File: src/rtl/pipeline_hazard_ctrl.sv
// Central stall/flush controller for a multi-lane pipeline. The deepest requester wins,
// flush outranks stall, and a raised stall is held for a minimum number of cycles.
module pipeline_hazard_ctrl #(
    parameter int NUM_STAGES = 8,
    parameter int LANES      = 2,
    parameter int MIN_HOLD   = 2,
    parameter int CNT_W      = 16
) (
    input  logic                        clock_i,
    input  logic                        reset_i,
    input  logic [NUM_STAGES*LANES-1:0] stallReq_i,
    input  logic [NUM_STAGES-1:0]       flushReq_i,
    output logic [NUM_STAGES-1:0]       stall_o,
    output logic [NUM_STAGES-1:0]       flush_o,
    output logic [1:0]                  state_o,
    output logic [CNT_W-1:0]            stallCycles_o
);

    localparam int SW = (NUM_STAGES > 2) ? $clog2(NUM_STAGES) : 1;
    localparam int HW = (MIN_HOLD > 1) ? $clog2(MIN_HOLD + 1) : 1;

    typedef enum logic [1:0] {
        RUN   = 2'd0,
        STALL = 2'd1,
        FLUSH = 2'd2
    } state_t;

    state_t                  state_reg, state_next;
    logic [NUM_STAGES-1:0]   stall_reg, stall_next;
    logic [NUM_STAGES-1:0]   flush_reg, flush_next;
    logic [HW-1:0]           hold_reg, hold_next;
    logic [CNT_W-1:0]        cnt_reg;

    logic [NUM_STAGES-1:1]   stage_stall;
    logic [SW-1:0]           s_deep, f_deep;
    logic                    s_any, f_any;

    // Stage 0 has nothing in front of it, so its requests never matter.
    logic unused_stage0;
    assign unused_stage0 = ^{stallReq_i[LANES-1:0], flushReq_i[0]};

    genvar gi;
    generate
        for (gi = 1; gi < NUM_STAGES; gi++) begin : g_stage_or
            assign stage_stall[gi] = |stallReq_i[gi*LANES +: LANES];
        end
    endgenerate

    // Ascending scan: the last hit is the deepest requesting stage.
    always_comb begin
        s_deep = '0;
        f_deep = '0;
        s_any  = 1'b0;
        f_any  = 1'b0;
        for (int s = 1; s < NUM_STAGES; s++) begin
            if (stage_stall[s]) begin
                s_deep = SW'(s);
                s_any  = 1'b1;
            end
            if (flushReq_i[s]) begin
                f_deep = SW'(s);
                f_any  = 1'b1;
            end
        end
    end

    function automatic logic [NUM_STAGES-1:0] mask_of(input logic [SW-1:0] k);
        logic [NUM_STAGES-1:0] m;
        for (int i = 0; i < NUM_STAGES; i++) begin
            m[i] = (i < int'(k));
        end
        return m;
    endfunction

    always_comb begin
        state_next = state_reg;
        stall_next = stall_reg;
        flush_next = '0;
        hold_next  = hold_reg;
        case (state_reg)
            STALL: begin
                if (f_any) begin
                    state_next = FLUSH;
                    flush_next = mask_of(f_deep);
                    stall_next = '0;
                    hold_next  = '0;
                end else if (s_any) begin
                    stall_next = mask_of(s_deep);
                    if (hold_reg != '0) begin
                        hold_next = hold_reg - 1'b1;
                    end
                end else if (hold_reg != '0) begin
                    hold_next = hold_reg - 1'b1;
                end else begin
                    state_next = RUN;
                    stall_next = '0;
                end
            end
            // FLUSH lasts one cycle and then behaves exactly like RUN.
            default: begin
                stall_next = '0;
                hold_next  = '0;
                state_next = RUN;
                if (f_any) begin
                    state_next = FLUSH;
                    flush_next = mask_of(f_deep);
                end else if (s_any) begin
                    state_next = STALL;
                    stall_next = mask_of(s_deep);
                    hold_next  = HW'(MIN_HOLD - 1);
                end
            end
        endcase
    end

    always_ff @(posedge clock_i) begin
        if (reset_i) begin
            state_reg <= RUN;
            stall_reg <= '0;
            flush_reg <= '0;
            hold_reg  <= '0;
            cnt_reg   <= '0;
        end else begin
            state_reg <= state_next;
            stall_reg <= stall_next;
            flush_reg <= flush_next;
            hold_reg  <= hold_next;
            if (stall_reg[0] && (cnt_reg != {CNT_W{1'b1}})) begin
                cnt_reg <= cnt_reg + 1'b1;
            end
        end
    end

    assign stall_o       = stall_reg;
    assign flush_o       = flush_reg;
    assign state_o       = state_reg;
    assign stallCycles_o = cnt_reg;

endmodule
File: config.mk
export PLATFORM = sky130hd
export DESIGN_NAME = pipeline_hazard_ctrl
export DESIGN_NICKNAME = d
export VERILOG_FILES = /design/src/rtl/pipeline_hazard_ctrl.sv
export SDC_FILE = /design/constraint.sdc
export NUM_CORES = 1
export LEC_CHECK = 0
export BUFFER_PORTS_ARGS = -buffer_cell sky130_fd_sc_hd__buf_2
export CAP_MARGIN = 20
export CELL_PAD_IN_SITES_DETAIL_PLACEMENT = 0
export CELL_PAD_IN_SITES_GLOBAL_PLACEMENT = 1
export CORE_AREA = 3 3 74 76
export DETAILED_ROUTE_END_ITERATION = 8
export DIE_AREA = 0 0 77 79
export PLACE_DENSITY_LB_ADDON = 0.15
export SLEW_MARGIN = 10
export SYNTH_ARGS = -nofsm -noshare
export SYNTH_HDL_FRONTEND = slang
export SYNTH_SLANG_ARGS = --single-unit
File: constraint.sdc
create_clock -name clock_i -period 2.01 [get_ports clock_i]
set_input_delay 0.1005 -clock clock_i [delete_from_list [all_inputs] [get_ports clock_i]]
set_output_delay 0.1005 -clock clock_i [all_outputs]
set_load 0.01 [all_outputs]
======== After elaboration in Yosys (flattened, before gate mapping) ========
Index checks and enable logic that the tools add are counted.
word-level totals
  output and inout bits ................... 34
  bits in registers ....................... 36
  word-level logic and storage cells ...... 84
  input port bits ......................... 26
cells by class
  reduce and logical (&&, ||, !) cells .... 11
  mux-type cells .......................... 44
  bitwise logic cells ..................... 1
  eq/ne operators ......................... 6
  $lt $le $gt $ge ......................... 14
  add/sub/neg operators ................... 2
operator list
  kind                                                                         count
  3-bit 2-to-1 mux                                                             12
  8-bit 2-to-1 mux                                                             4
  3-bit less-than comparator, first input constant                             6
  1-bit 2-to-1 mux                                                             18
  16-bit by 1-bit adder with 16-bit output, second input constant              1
  2-bit 2-to-1 mux                                                             8
  16-bit != test, second input constant                                        1
  2-bit OR reduction                                                           8
  7-bit 2-to-1 mux                                                             2
  1-bit by 3-bit less-than comparator with 1-bit output, first input constant  4
  2-bit by 3-bit less-than comparator with 1-bit output, first input constant  4
  3-bit != test, second input constant                                         3
  4-bit != test, second input constant                                         1
  2-bit by 1-bit equality test with 1-bit output, second input constant        1
  2-bit AND reduction                                                          1
  2-bit nonzero test                                                           1
  2-bit by 1-bit subtractor with 2-bit output, second input constant           1
  1-bit logical AND                                                            1
  1-bit NOT                                                                    1

======== Longest topological paths before layout ========
  depth in word-level cells ............... 12
  mapped depth ............................ 6

======== Worst setup path after synthesis ========
OpenSTA, ideal clock, no wires.
  path kind ............................... reg-to-reg
  start point ............................. register hold_reg[0]
  end point ............................... register stall_reg[4], in the netlist stall_o[4]
  clock period less this slack ............ 1.959 ns
  slack ................................... 0.051 ns
  required time ........................... 1.936 ns
  cell stages (with the launch flop) ...... 7
  arrival time ............................ 1.885 ns
  path buffers ............................ 0
  cell sequence ........................... dfxtp_1 inv_1 ha_1 or3b_2 nor4_1 nand3_1 a31oi_2
on the way
  longest elaborated chain between the ends .. 2
ends and longest elaborated chain
  what                     RTL line  RTL
  start, declared          31        logic [HW-1:0] hold_reg, hold_next;
  start signal, assigned   127       hold_reg <= hold_next;
  2-bit nonzero test       92        end else if (hold_reg != '0) begin
  4-bit != test (no line)  --
  end signal, assigned     125       stall_reg <= stall_next;
  end, declared            29        logic [NUM_STAGES-1:0] stall_reg, stall_next;
No other way between the ends.
A chain may end at the register's enable or synchronous reset.

======== Final worst setup path ========
  start point ............................. register cnt_reg[8], in the netlist stallCycles_o[8]
  end point ............................... register cnt_reg[15], in the netlist stallCycles_o[15]
on the way
  longest elaborated chain between the ends .. 2
  elaborated cells on any way between the ends .. 3
  those cells by class .................... add/sub: 1; eq/ne: 1; reduce/logical: 1
ends and longest elaborated chain
  what                                                                                              RTL line  RTL
  start, declared                                                                                   32        logic [CNT_W-1:0] cnt_reg;
  start signal, assigned                                                                            129       cnt_reg <= cnt_reg + 1'b1;
  parallel branches: the longest is 2 deep, another holds 16-bit by 1-bit adder with 16-bit output  --
Parallel ways; which one is timed is not known.

==> impl_metrics.tcl <==
set metrics [dict create \
    hold_path_class "in -> reg" \
    finClkSkew_ps 3.06 \
    clock-sinks 34 \
    dieArea_um2 6080 \
    p_per_area_nw_per_um2 625 \
    portBuffers 54 \
    placed_area_um2 1920 \
    cts_tree "built" \
    startpoint_type "register" \
    ys_ff_latch 34 \
    viasPerCell 4.65 \
    combinationalPowerShare_pct 5.2 \
    report.final.setup_viol 0 \
    overflow 0 \
    num_rows 25 \
    grt_util_all_layers_pct 12.4 \
    syn_to_final_growth_pct 33.9 \
    outcome "finished, final reports clean" \
    end_kind "register" \
    antenna_found_initial 0 \
    start_util_pct 31.6 \
    drc_errors 0 \
    crit_buf_inv 0 \
    fin_setup_tns_ps 0 \
    peakVddDrop_uv 296 \
    crit_path_top_delay_cell "or4b_1" \
    synth-seq-area-share_pct 45.1 \
    cp.required_ps 2220 \
    maxCapViolCount 0 \
    worstSetupPathType "reg -> reg" \
    synthCells 171 \
    rsz0062_at_grt "no" \
    numCtsBuffers 5 \
    p_sw_share_pct 21.6 \
    routed_wl_um 3630 \
    dp_hpwl_um 2760 \
    slew-limit-headroom_pct 65.0 \
    min_period_ps 1780 \
    synth-async-reset-ratio_pct 0 \
    grt_max_degree 31 \
    fin_crit_sh_pct 88.5 \
    largest_reg_flops 16 \
    coreArea_um2 4790 \
    ys_types 44 \
    cpLargestDelayFamily "simple AND/OR/NAND/NOR gates" \
    cts_root_buf "clkbuf_8" \
    p_leak_nw 0.890 \
    final_common_cell "buf_2" \
    syn_avg_cell_area_um2 8.83 \
    dr.first_iter.drc_count 47 \
    die_y_um 79 \
    finalHoldViolations 0 \
    ant_nets 0 \
    drv_slew 0 \
    multi_input_area_um2 779 \
    fp.dieW_um 77 \
    wl_per_cell_um 11.8 \
    power_frac_seq_pct 54.3 \
    cp_cell_sequence "nand4_1 > nand4b_1 > or4b_1 > a21oi_1" \
    pwr-share-clk_pct 40.4 \
    ys_warn_count 0 \
    grt_pass1_vias 1314 \
    ioPinCount 60 \
    clk_latency_ps 280 \
    postCtsSetupBuffers 0 \
    critPathMaxStageDelay_ps 540 \
    cp_data_arrival_time_ps 1990 \
    switchingPower_uw 272 \
    h-tree-depth 2 \
    place_congestion 0.716 \
    finalInstanceArea_um2 2020 \
    yosys_most_used_dff "dfxtp_1" \
    max_slew.worst_pin.slew_ps 524 \
    final_cell_mix "buf_2 (54), dfxtp_1 (34), nor2_1 (28)" \
    synth_edf_count 0 \
    n_antenna_cell 0 \
    ff_latch_area_um2 681 \
    drt_first_pass_iters 4 \
    cts.reportedPaths.clkPinSlew_ps 70 \
    grt_pass1_wl_um 6130 \
    num_vias 1428 \
    internal_power_uw 991 \
    netlist_area_um2 1510 \
    nets 267 \
    drive_gt1_share_pct 34.6 \
    fillerInstances 515 \
    clk_path_buf_depth 2 \
    crit_path_max_fanout 7 \
    max_freq_mhz 562 \
]
-- cell families after synthesis --
| logic type | after synthesis | synth area share, % |
|---|---|---|
| other | 1 | 0.248 |
| and+or+nand+nor | 83 | 29.4 |
| muxes | 6 | 4.31 |
| xor gates and xnor gates | 2 | 1.16 |
| AOI/OAI and AO/OA | 31 | 14.2 |
| DFF | 34 | 45.1 |
| adders and majority gates | 2 | 1.66 |
| buffers and inverters | 12 | 3.98 |
-- final cells by class --
cell class / count / area share (%)
tap: 67 / 4.15
timing repair buffer: 67 / 18.2
clock inverter: 1 / 0.248
multi-input combinational: 126 / 38.6
inverter: 5 / 0.928
sequential: 34 / 33.7
clock buffer: 7 / 4.27
-- cell usage after synthesis (2+ instances only) --
cell        n  share of area, %
ha_1        2               1.7
clkbuf_1    3              0.75
buf_4       2              0.99
inv_1       5               1.2
xnor2_1     2               1.2
a21oi_1    12               4.0
a31oi_1     2              0.83
a211oi_1    2              0.99
o31ai_1     2              0.99
mux2i_1     2               1.3
nor2b_1     8               3.3
nor4_1      4               1.7
nand2b_1    3               1.2
nand2_1     8               2.0
and3_1      4               1.7
or3_1       3               1.2
or4_1       3               1.5
and2_1      2              0.83
mux2_2      3               2.2
o21ai_0     2              0.66
a2111oi_0   2               1.2
dfxtp_1    34                45
nor3_1      5               1.7
nand4_1     2              0.83
nor2_1     28               7.0
nand3_1     7               2.3
a311oi_1    2               1.2
-- metrics by stage --
| step | cells | setup slack [ps] | utilization (%) | hold WS (ps) | power, mW |
|---|---|---|---|---|---|
| floorplan | 172 | 50.9 | - | 216 | 0.733 |
| global placement | 299 | 71.4 | 40.2 | 328 | 0.769 |
| detailed placement | 299 | 75.7 | 40.2 | 336 | 0.769 |
| CTS | 307 | 96.5 | 42.1 | 38.6 | 1.29 |
| global route | 307 | 53.1 | 42.2 | 54.4 | 1.33 |
| finish | 307 | 232 | 42.2 | 42.5 | 1.26 |
-- power by group through the flow --
stage,Clock (mW),Combinational (mW),Sequential [mW]
3_3_place_gp,0,0.0665,0.702
3_5_place_dp,0,0.0670,0.702
2_1_floorplan,0,0.0253,0.708
5_1_grt,0.568,0.0734,0.687
6_report,0.510,0.0662,0.686
4_1_cts,0.537,0.0673,0.686
-- worst min-delay path, stage by stage --
cell and delay, ps:
buf_2 90, nor2_1 40, nor2_1 60
-- final timing paths --
check	from	to	slack (ps)	cells after the start
worst min-delay path	flushReq_i[3]	flush_o[2]	40	3
worst max register to register	stallCycles_o[8]	stallCycles_o[15]	230	4
worst min register to register	stall_o[5]	stall_o[5]	470	2
worst max-delay path	stallCycles_o[8]	stallCycles_o[15]	230	4
-- per-layer routing --
layer  global-route usage (%)  part of all wire, %  vias up
li1                         -                    -      750
met1                     15.1                   46      641
met2                     20.6                   46       32
met4                     4.27                  1.3        0
met5                        0                    0        -
met3                     3.97                  6.1        5
-- what timing repair did --
item                       4_1_cts  5_1_grt
setup endpoints to repair        0        1
hold buffers                     0        0
gates resized for setup          0        2
No activity file was read; power rests on OpenSTA's default activity.
